[src/rtl/fa_4bit_hier_pkg.sv]
// Shared constants for the hierarchical ripple-carry adder.
// Holds the default operand width used by the top level.
package fa_4bit_hier_pkg;

    localparam int FA_WIDTH = 4;

endpackage

[src/rtl/fa_4bit_hier_full_adder.sv]
// One-bit full-adder cell.
// The ripple-carry adder chains these cells, least-significant bit first.
module full_adder (
    input  logic a,
    input  logic b,
    input  logic ci,
    output logic s,
    output logic co
);

    assign s  = a ^ b ^ ci;
    assign co = (a & b) | (a & ci) | (b & ci);

endmodule

[src/rtl/fa_4bit_hier.sv]
// Ripple-carry adder built from WIDTH full-adder cells.
// It has a combinational sum/carry and a one-cycle registered copy for synchronous consumers.
module fa_4bit_hier
    import fa_4bit_hier_pkg::*;
#(
    parameter int WIDTH = FA_WIDTH
) (
    input  logic             clk,
    input  logic             rst,
    input  logic [WIDTH-1:0] a,
    input  logic [WIDTH-1:0] b,
    input  logic             ci,
    output logic [WIDTH-1:0] s,
    output logic             co,
    output logic [WIDTH-1:0] s_q,
    output logic             co_q
);

    // c[i] is the carry into cell i; c[WIDTH] leaves the top cell.
    logic [WIDTH:0] c;

    assign c[0] = ci;

    for (genvar i = 0; i < WIDTH; i++) begin : g_cell
        full_adder u_fa (
            .a  (a[i]),
            .b  (b[i]),
            .ci (c[i]),
            .s  (s[i]),
            .co (c[i+1])
        );
    end

    assign co = c[WIDTH];

    // Reset clears only the registered copy; s/co always follow the inputs.
    always_ff @(posedge clk) begin
        if (rst) begin
            s_q  <= '0;
            co_q <= 1'b0;
        end else begin
            s_q  <= s;
            co_q <= co;
        end
    end

endmodule

[config.mk]
export PLATFORM = sky130hd
export DESIGN_NAME = fa_4bit_hier
export DESIGN_NICKNAME = d
export VERILOG_FILES = /design/src/rtl/fa_4bit_hier_pkg.sv /design/src/rtl/fa_4bit_hier_full_adder.sv /design/src/rtl/fa_4bit_hier.sv
export SDC_FILE = /design/constraint.sdc
export NUM_CORES = 1
export LEC_CHECK = 0
export CORE_AREA = 3 3 40 42
export DETAILED_ROUTE_END_ITERATION = 12
export DIE_AREA = 0 0 43 45
export GPL_ROUTABILITY_DRIVEN = 1
export PLACE_DENSITY = 0.48
export SLEW_MARGIN = 20
export SYNTH_ARGS = -nofsm -noshare
export SYNTH_HDL_FRONTEND = slang
export SYNTH_HIERARCHICAL = 1
export SYNTH_SLANG_ARGS = --single-unit
[constraint.sdc]
create_clock -name clk -period 5.3 [get_ports clk]
set_clock_uncertainty 0.1 [all_clocks]
set_input_delay 1.06 -clock clk [delete_from_list [all_inputs] [get_ports clk]]
set_output_delay 1.06 -clock clk [all_outputs]
set_load 0.005 [all_outputs]
==> flow_summary.ini <==
[run_status]
status = finished clean

[timing]
grt_setup_unrepaired = false
setup_ws_ps = 386
fin_crit_ps = 4910
fin_crit_sh = 0.927
timing.fmax_mhz = 204
tns_ps = 0
relSlewSlack = 0.892
worst_slew_pin_slew_ps = 162
hold_viol = 0
setup_viol = 0
maxSlewViolCount = 0

[clock_network]
htree_levels = 1
hold_buffers = 0
clock-sinks = 5
cts-resized-gates = 0
cts.path.max_buffers = 2
clockRootBuffer = clkbuf_4
postCtsSetupBuffers = 0
path_clk_slew_ps = 40
cts_tree = yes
numCtsBuffers = 3

[critical_path]
critical-path-top-delay-family = adder cells
startpoint_type = input pin
crit_path_top_delay_cell = fa_1
cp.arrival_ps = 3750
worstPathCellList = clkdlybuf4s50_1 > fa_1 > fa_1 > fa_1 > fa_1 > clkdlybuf4s50_1
crit_buf_inv = 2
path_class = in -> out
critPathMaxStageDelay_ps = 530
worstSetupStartpoint = a[0]
cp.required_ps = 4140
crit_top_cell = fa_1
end_kind = output port
cp_max_fo = 2

[die]
start_util = 0.165
dieArea_um2 = 1940
die_w_um = 43
chipHeight_um = 45
io_pins = 21
coreArea_um2 = 1280
row_count = 13

[global_route]
gr-total-overflow = 0
grt_pass1_wl_um = 731
first_global_vias = 206
grt_usage = 0.0587
antenna_found_initial = 0
grt_max_degree = 6

[finish]
final_common_cell = clkdlybuf4s50_1
n_fill_cell = 134
final_cell_mix = clkdlybuf4s50_1 (20), nor2b_1 (5), dfxtp_1 (5)
final_cell_count_no_fill = 53
layout-drive-gt1-share = 0.0789
diodes = 0
syn2layout_area_growth_pct = 116
final_util = 0.355
nets = 54

[logic_synthesis]
yosys_register_bits = 5
seq_area_frac_synth = 0.473
syn_inst = 14
synth.distinct_cells = 3
ys_warn_count = 6
syn_nets = 29
mappedNetlistArea_um2 = 211
syn_area_per_cell_um2 = 15.1

[drt]
wl_um = 490
dr.pass1.iters = 2
vias = 188
drt_iter0_drc = 3
wl_per_cell_um = 9.25
via_per_inst = 3.55
drc_errors = 0
antenna_left = 0

[job]
cap_violations = 0

[min_path]
worstHoldEndpoint = s_q[0]$_SDFF_PP0_
hold_path_depth = 2
hold_class = in -> reg
min-delay-start = rst

[pwr]
cellLeakagePower_uw = 0.000174
irDropWorstVdd_v = 0.0000844
total_power_uw = 127
power_density_nw_per_um2 = 278

[placed_design]
globalplace.congestion = 0.629
place_ws_ps = 391
dpl.cell_count = 49
port_buffers = 20
-- routing by layer --
| layer | routed length [um] | GRT usage | part of all wire | vias to the layer above |
|---|---|---|---|---|
| met1 | 176 | 0.0542 | 0.36 | 80 |
| met4 | 0 | 0.0723 | 0 | 0 |
| met5 | 0 | 0 | 0 | - |
| met3 | 94 | 0.0319 | 0.19 | 0 |
| met2 | 219 | 0.0838 | 0.45 | 19 |
| li1 | - | - | - | 89 |
-- final cells by class --
class                      instances  area (um^2)  share of cell area
multi-input combinational          9          111               0.244
clock buffer                       4         26.3              0.0575
timing repair buffer              20          200               0.438
tap                               15         18.8              0.0411
sequential                         5          100               0.219
-- state kept, by name (all words and copies together), names as in the netlist --
name,flops
co_q,1
s_q,4
-- report_power, final --
group | switching [uW] | internal (uW) | total, uW
Combinational | 12.4 | 29.8 | 42.2
Clock | 13.6 | 28.3 | 41.9
Sequential | 0.981 | 42.1 | 43.1
-- worst max path at each step --
stage	endpoint	cells after the start
CTS	s[3]	6
global placement	s[3]	6
detailed placement	s[3]	6
finish	s[3]	6
global route	s[3]	6
floorplan	s[3]	4
-- cells by family (layout without fill, tap and decap cells) --
| group | after synthesis | count (layout) | share of synthesized area |
|---|---|---|---|
| adder cells (fa/ha/maj) | 4 | 4 | 0.379 |
| buffers and inverters | 0 | 24 | 0 |
| flip-flops | 5 | 5 | 0.473 |
| AND/OR/NAND/NOR | 5 | 5 | 0.148 |
-- through the flow --
| stage | instance area (um^2) | hold WS [ps] |
|---|---|---|
| 2_1_floorplan | 211 | 1030 |
| 3_3_place_gp | 430 | 1610 |
| 3_5_place_dp | 430 | 1610 |
| 4_1_cts | 457 | 1360 |
| 5_1_grt | 457 | 1390 |
| 6_report | 457 | 1360 |
-- cells in the mapped netlist --
master,n,area [um^2]
nor2b_1,5,31.3
fa_1,4,80.1
dfxtp_1,5,100
Note: power is estimated with default switching activity, not from simulation.
